==> config.mk <==
export PLATFORM = sky130hd
export DESIGN_NAME = sync_fifo_param_flat
export DESIGN_NICKNAME = d
export VERILOG_FILES = /design/src/rtl/sync_fifo_pkg.sv /design/src/rtl/sync_fifo_param_if.sv /design/src/rtl/sync_fifo_ram.sv /design/src/rtl/sync_fifo_param.sv /design/src/flat_wrapper.sv
export SDC_FILE = /design/constraint.sdc
export NUM_CORES = 1
export LEC_CHECK = 0
export ABC_AREA = 1
export BUFFER_PORTS_ARGS = -buffer_cell sky130_fd_sc_hd__buf_2
export CAP_MARGIN = 5
export CORE_ASPECT_RATIO = 2
export CORE_UTILIZATION = 35
export CTS_CLUSTER_DIAMETER = 120
export DETAILED_ROUTE_END_ITERATION = 12
export PLACE_DENSITY = 0.58
export SETUP_SLACK_MARGIN = 0.02
export SLEW_MARGIN = 20
export SYNTH_ARGS = -nofsm -noshare
export SYNTH_HDL_FRONTEND = slang
export SYNTH_SLANG_ARGS = --single-unit
==> constraint.sdc <==
create_clock -name clk -period 3.4 [get_ports clk]
set_input_delay 0.34 -clock clk [delete_from_list [all_inputs] [get_ports clk]]
set_output_delay 0.34 -clock clk [all_outputs]
set_load 0.02 [all_outputs]
==> src/rtl/sync_fifo_pkg.sv <==
// Shared types and helpers for the parametrised single-clock FIFO.
package sync_fifo_pkg;

    // Width needed to index 'depth' distinct values; never narrower than 1 bit.
    function automatic int unsigned clog2_depth(input int unsigned depth);
        return (depth < 2) ? 1 : $clog2(depth);
    endfunction

    typedef struct packed {
        logic full;
        logic empty;
        logic almost_full;
        logic almost_empty;
        logic overflow;
        logic underflow;
    } fifo_status_t;

endpackage

==> src/rtl/sync_fifo_param_if.sv <==
// Write/read handshake and status bundle of the single-clock FIFO.
interface sync_fifo_param_if
    import sync_fifo_pkg::*;
#(
    parameter int unsigned DATA_W = 8,
    parameter int unsigned DEPTH  = 45
) ();
    localparam int unsigned CW = clog2_depth(DEPTH + 1);

    logic              wr_en;
    logic [DATA_W-1:0] wr_data;
    logic              rd_en;
    logic [DATA_W-1:0] rd_data;
    logic              clr_flags;
    logic              full;
    logic              empty;
    logic              almost_full;
    logic              almost_empty;
    logic [CW-1:0]     count;
    logic              overflow;
    logic              underflow;

    modport master (
        output wr_en, wr_data, rd_en, clr_flags,
        input  rd_data, full, empty, almost_full, almost_empty, count, overflow, underflow
    );

    modport slave (
        input  wr_en, wr_data, rd_en, clr_flags,
        output rd_data, full, empty, almost_full, almost_empty, count, overflow, underflow
    );
endinterface

==> src/rtl/sync_fifo_ram.sv <==
// Flop-array storage: one synchronous write port, one asynchronous read port.
module sync_fifo_ram #(
    parameter int unsigned DATA_W = 8,
    parameter int unsigned DEPTH  = 45,
    parameter int unsigned AW     = 6
) (
    input  logic              clk,
    input  logic              we,
    input  logic [AW-1:0]     waddr,
    input  logic [DATA_W-1:0] wdata,
    input  logic [AW-1:0]     raddr,
    output logic [DATA_W-1:0] rdata
);
    logic [DATA_W-1:0] mem_q [DEPTH];

    // Contents are deliberately not reset; occupancy tracking makes stale words unreachable.
    always_ff @(posedge clk) begin
        if (we) begin
            mem_q[waddr] <= wdata;
        end
    end

    assign rdata = mem_q[raddr];
endmodule

==> src/rtl/sync_fifo_param.sv <==
// Single-clock FIFO with arbitrary depth, standard/FWFT read, occupancy and sticky error flags.
module sync_fifo_param
    import sync_fifo_pkg::*;
#(
    parameter int unsigned DATA_W    = 8,
    parameter int unsigned DEPTH     = 45,
    parameter bit          FWFT      = 1'b0,
    parameter int unsigned AF_THRESH = 40,
    parameter int unsigned AE_THRESH = 4
) (
    input logic                clk,
    input logic                arstn,
    sync_fifo_param_if.slave   bus
);
    localparam int unsigned AW = clog2_depth(DEPTH);
    localparam int unsigned CW = clog2_depth(DEPTH + 1);

    localparam fifo_status_t STATUS_RST = '{
        full: 1'b0, empty: 1'b1, almost_full: 1'b0,
        almost_empty: 1'b1, overflow: 1'b0, underflow: 1'b0
    };

    if (DATA_W < 1) begin : g_bad_data_w
        $fatal(1, "sync_fifo_param: DATA_W must be >= 1");
    end
    if (DEPTH < 2) begin : g_bad_depth
        $fatal(1, "sync_fifo_param: DEPTH must be >= 2");
    end
    if (AF_THRESH < 1 || AF_THRESH > DEPTH) begin : g_bad_af
        $fatal(1, "sync_fifo_param: AF_THRESH out of range 1..DEPTH");
    end
    if (AE_THRESH > DEPTH - 1) begin : g_bad_ae
        $fatal(1, "sync_fifo_param: AE_THRESH out of range 0..DEPTH-1");
    end

    logic [AW-1:0]     wr_ptr_q, wr_ptr_d;
    logic [AW-1:0]     rd_ptr_q, rd_ptr_d;
    logic [CW-1:0]     count_q, count_d;
    fifo_status_t      status_q, status_d;
    logic              wr_acc_c, rd_acc_c;
    logic [DATA_W-1:0] ram_rd_data;

    // Wrap at DEPTH-1 explicitly so non-power-of-2 depths work.
    function automatic logic [AW-1:0] ptr_inc(input logic [AW-1:0] p);
        return (p == AW'(DEPTH - 1)) ? '0 : p + AW'(1);
    endfunction

    always_comb begin
        wr_ptr_d = wr_ptr_q;
        rd_ptr_d = rd_ptr_q;
        status_d = status_q;

        wr_acc_c = bus.wr_en & ~status_q.full;
        rd_acc_c = bus.rd_en & ~status_q.empty;

        if (wr_acc_c) wr_ptr_d = ptr_inc(wr_ptr_q);
        if (rd_acc_c) rd_ptr_d = ptr_inc(rd_ptr_q);

        count_d = count_q + CW'(wr_acc_c) - CW'(rd_acc_c);

        status_d.full         = (count_d == CW'(DEPTH));
        status_d.empty        = (count_d == '0);
        status_d.almost_full  = (count_d >= CW'(AF_THRESH));
        status_d.almost_empty = (count_d <= CW'(AE_THRESH));
        // A new error event in the same cycle beats the clear.
        status_d.overflow     = (bus.wr_en & status_q.full)  | (status_q.overflow  & ~bus.clr_flags);
        status_d.underflow    = (bus.rd_en & status_q.empty) | (status_q.underflow & ~bus.clr_flags);
    end

    always_ff @(posedge clk or negedge arstn) begin
        if (!arstn) begin
            wr_ptr_q <= '0;
            rd_ptr_q <= '0;
            count_q  <= '0;
            status_q <= STATUS_RST;
        end else begin
            wr_ptr_q <= wr_ptr_d;
            rd_ptr_q <= rd_ptr_d;
            count_q  <= count_d;
            status_q <= status_d;
        end
    end

    sync_fifo_ram #(
        .DATA_W (DATA_W),
        .DEPTH  (DEPTH),
        .AW     (AW)
    ) u_ram (
        .clk   (clk),
        .we    (wr_acc_c),
        .waddr (wr_ptr_q),
        .wdata (bus.wr_data),
        .raddr (rd_ptr_q),
        .rdata (ram_rd_data)
    );

    if (FWFT) begin : g_fwft
        assign bus.rd_data = status_q.empty ? '0 : ram_rd_data;
    end else begin : g_std
        logic [DATA_W-1:0] rd_data_q, rd_data_d;

        always_comb begin
            rd_data_d = rd_data_q;
            if (rd_acc_c) rd_data_d = ram_rd_data;
        end

        always_ff @(posedge clk or negedge arstn) begin
            if (!arstn) rd_data_q <= '0;
            else        rd_data_q <= rd_data_d;
        end

        assign bus.rd_data = rd_data_q;
    end

    assign bus.count        = count_q;
    assign bus.full         = status_q.full;
    assign bus.empty        = status_q.empty;
    assign bus.almost_full  = status_q.almost_full;
    assign bus.almost_empty = status_q.almost_empty;
    assign bus.overflow     = status_q.overflow;
    assign bus.underflow    = status_q.underflow;
endmodule
==> src/flat_wrapper.sv <==
// flat-port wrapper written by rule: the top's interface ports become plain ports
module sync_fifo_param_flat import sync_fifo_pkg::*;
#(
    parameter int unsigned DATA_W    = 8,
    parameter int unsigned DEPTH     = 45,
    parameter bit          FWFT      = 1'b0,
    parameter int unsigned AF_THRESH = 40,
    parameter int unsigned AE_THRESH = 4
)
  (clk, arstn, bus_wr_en, bus_wr_data, bus_rd_en, bus_clr_flags, bus_rd_data, bus_full, bus_empty, bus_almost_full, bus_almost_empty, bus_count, bus_overflow, bus_underflow);
  sync_fifo_param_if #(.DATA_W(DATA_W), .DEPTH(DEPTH)) bus_i ();
  input logic clk;
  input logic arstn;
  input wire logic [$bits(bus_i.wr_en)-1:0] bus_wr_en;
  input wire logic [$bits(bus_i.wr_data)-1:0] bus_wr_data;
  input wire logic [$bits(bus_i.rd_en)-1:0] bus_rd_en;
  input wire logic [$bits(bus_i.clr_flags)-1:0] bus_clr_flags;
  output wire logic [$bits(bus_i.rd_data)-1:0] bus_rd_data;
  output wire logic [$bits(bus_i.full)-1:0] bus_full;
  output wire logic [$bits(bus_i.empty)-1:0] bus_empty;
  output wire logic [$bits(bus_i.almost_full)-1:0] bus_almost_full;
  output wire logic [$bits(bus_i.almost_empty)-1:0] bus_almost_empty;
  output wire logic [$bits(bus_i.count)-1:0] bus_count;
  output wire logic [$bits(bus_i.overflow)-1:0] bus_overflow;
  output wire logic [$bits(bus_i.underflow)-1:0] bus_underflow;
  assign bus_i.wr_en = bus_wr_en;
  assign bus_i.wr_data = bus_wr_data;
  assign bus_i.rd_en = bus_rd_en;
  assign bus_i.clr_flags = bus_clr_flags;
  assign bus_rd_data = bus_i.rd_data;
  assign bus_full = bus_i.full;
  assign bus_empty = bus_i.empty;
  assign bus_almost_full = bus_i.almost_full;
  assign bus_almost_empty = bus_i.almost_empty;
  assign bus_count = bus_i.count;
  assign bus_overflow = bus_i.overflow;
  assign bus_underflow = bus_i.underflow;
  sync_fifo_param #(.DATA_W(DATA_W), .DEPTH(DEPTH), .FWFT(FWFT), .AF_THRESH(AF_THRESH), .AE_THRESH(AE_THRESH)) u_core (.clk(clk), .arstn(arstn), .bus(bus_i));
endmodule
==> flow_metrics.env <==
export IMPL_run_status="complete, no violations"
export IMPL_ios=33
export IMPL_grt_max_degree=180
export IMPL_numPortBuffers=32
export IMPL_die_area_um2=48200
export IMPL_coreArea_um2=46700
export IMPL_grt_pass1_vias=10768
export IMPL_critPathLaunchType="flop"
export IMPL_grt_use_total_pct=18.2
export IMPL_period_needed_ns=2.73
export IMPL_report_final_slew_viol_count=0
export IMPL_avgViaCountPerCell=4.93
export IMPL_synth_nets=1521
export IMPL_startpoint="u_core.bus.empty"
export IMPL_post_place_cells=2105
export IMPL_clkSlewWorstSetupHoldPaths_ns=0.08
export IMPL_fmax_mhz=366
export IMPL_seq_area_frac_synth_pct=70.2
export IMPL_finish_utilization_pct=39.2
export IMPL_cts_root_buffer_cell="clkbuf_16"
export IMPL_numClockSinks=392
export IMPL_relSlewSlack_pct=30.1
export IMPL_cp_max_fo=9
export IMPL_dpl_worst_slack_ns=0.672
export IMPL_regToRegSetupSlack_ns=0.67
export IMPL_vias=10673
export IMPL_synth_cell_area_um2=16500
export IMPL_gp_congestion=0.849
export IMPL_fin_crit_sh_pct=80.4
export IMPL_nNetsFinal=1539
export IMPL_cellLeakagePower_nw=6.80
export IMPL_h_tree_depth=1
export IMPL_synthCells=1497
export IMPL_synth_seq_cells=392
export IMPL_drc=0
export IMPL_clockBufferDepth=3
export IMPL_area_growth_pct=10.6
export IMPL_cap_violations=0
export IMPL_cts_tree="built"
export IMPL_clock_skew_ns=0.0106
export IMPL_firstDrtPassIters=5
export IMPL_n_antenna_cell=0
export IMPL_start_util_pct=35.5
export IMPL_hp_start="bus_rd_en"
export IMPL_die_w_um=156
export IMPL_antenna_found_initial=0
export IMPL_power_mw=15.1
export IMPL_cts_buffers=31
export IMPL_syn_area_per_cell_um2=11.1
export IMPL_wl_um=43100
export IMPL_yosysWarnings=0
export IMPL_finalSetupViolations=0
export IMPL_place_hpwl_um=27300
export IMPL_final_hold_viol_count=0
export IMPL_rsz0062_at_grt="false"
export IMPL_critPathCaptureType="flop"
export IMPL_worstMarginPinSlew_ns=1.05
export IMPL_rows=112
export IMPL_grt_pass1_wl_um=64500
export IMPL_setup_slack_ns=0.666
export IMPL_synth_cell_types=34
export IMPL_ant_nets=0
export IMPL_timing_rr_start="u_core.bus.empty"
export IMPL_layout_commonest_cell="edfxtp_1"
export IMPL_insertion_delay_ns=0.58
export IMPL_hold_path_class="input pin to flop"
export IMPL_drt_iter0_markers=571
export IMPL_wl_per_cell_um=19.9
export IMPL_grt_ovfl_total=0
export IMPL_peakVddDrop_mv=0.851
export IMPL_critPathArrivalTime_ns=3.25
export IMPL_drive_above_1_share_pct=7.49
export IMPL_die_height_um=309
export IMPL_mostFrequentLayoutCells="edfxtp_1 (360), nand2_1 (348), nor2_1 (217)"
export IMPL_ctsResizeCount=0
export IMPL_stdcell_count=2163
export IMPL_criticalPathCategory="flop to flop"
export IMPL_worst_ep_required_time_ns=3.92
export IMPL_setup_tns_ns=0
export IMPL_power_density_nw_per_um2=824
[registers in the layout (all words and copies together) (netlist names)]
signal	count
u_core.bus.empty	1
u_core.bus.rd_data	8
u_core.bus.almost_empty	1
u_core.bus.count	6
u_core.u_ram.mem_q	360
u_core.bus.almost_full	1
u_core.bus.overflow	1
u_core.wr_ptr_q	6
u_core.rd_ptr_q	6
u_core.bus.underflow	1
u_core.bus.full	1
[final timing paths]
path                                           endpoint  depth (start not counted)
worst max register to register  u_core.bus.almost_empty                         15
worst max-delay path            u_core.bus.almost_empty                         15
min in group asynchronous         u_core.bus.rd_data[5]                          2
worst min-delay path                 u_core.rd_ptr_q[0]                          5
worst min register to register    u_core.bus.rd_data[2]                          2
max in group asynchronous            u_core.rd_ptr_q[1]                          2
[where the power goes]
group / total, mW / internal [mW] / switching (mW)
logic: 5.59 / 1.55 / 4.04
registers: 5.89 / 5.66 / 0.232
clock network: 3.59 / 1.93 / 1.67
total: 15.1 / 9.13 / 5.94
[final cells by class]
type                    count  area (um2)
clock buffers              38         812
repair buffers             59         435
multi-input cells         912        4020
well taps                 627         785
flip-flops and latches    392       11600
inverters                 119         449
clock inverters            16         168
fillers                  4505       28400
[critical path: stages (launching register included)]
cell,delay (ns)
dfstp_2,0.54
inv_1,0.04
nand2_1,0.08
clkinv_1,0.06
buf_4,0.17
ha_1,0.28
inv_1,0.06
ha_1,0.16
inv_1,0.06
fa_1,0.41
o21ai_0,0.24
xnor2_1,0.20
nand2_1,0.09
inv_1,0.09
o21ai_0,0.09
nor2_1,0.11
[metrics by stage]
step	instance area [um2]	hold slack, ns
2_1_floorplan	16500	0.0444
3_3_place_gp	17300	0.459
3_5_place_dp	17300	0.459
4_1_cts	18300	0.271
5_1_grt	18300	0.319
6_report	18300	0.281
[layer usage]
metal  vias up  GRT usage [%]  routed length (um)
li1       5097              -                   -
met1      5160           18.6               15100
met2       302           34.5               23400
met3       114           1.69                1510
met4         0           12.4                2970
met5         -              0                   0
[cells in the mapped netlist]
cell type,number,area [um2]
nor3b_1,1,7.51
o21ai_0,75,375
nor3_1,8,40.0
and3_1,2,12.5
o21ai_1,18,90.1
buf_6,9,101
inv_1,112,420
a21oi_1,31,155
o211ai_1,12,90.1
a31oi_1,1,6.26
inv_4,1,6.26
dfrtp_1,30,751
nand3_1,171,856
nor2_2,2,12.5
buf_2,22,110
fa_1,1,20.0
ha_1,10,125
xnor2_1,3,26.3
edfxtp_1,360,10800
o22ai_1,1,6.26
clkinv_1,3,11.3
inv_2,3,11.3
nor4_1,2,12.5
xor2_1,1,8.76
nand2_1,348,1310
dfstp_2,2,52.6
or2_2,4,25.0
or2_1,1,6.26
nand4_1,2,12.5
clkbuf_1,16,60.1
buf_4,23,173
nor4_2,1,12.5
nor2_1,217,815
buf_1,4,15.0
[cell families after synthesis]
kind of cell / after synthesis / share of synthesized area (%)
AO/OA/AOI/OAI: 138 / 4.37
XOR/XNOR: 4 / 0.212
adder cells (fa/ha/maj): 11 / 0.877
buffers and inverters: 193 / 5.49
flip-flops: 392 / 70.2
AND/OR/NAND/NOR: 759 / 18.8
[what timing repair did]
action                                 CTS  global route
hold buffers                             4             0
setup buffers                            0             0
endpoints found under the hold margin   32             0
Power figures use the tool's default switching activity.
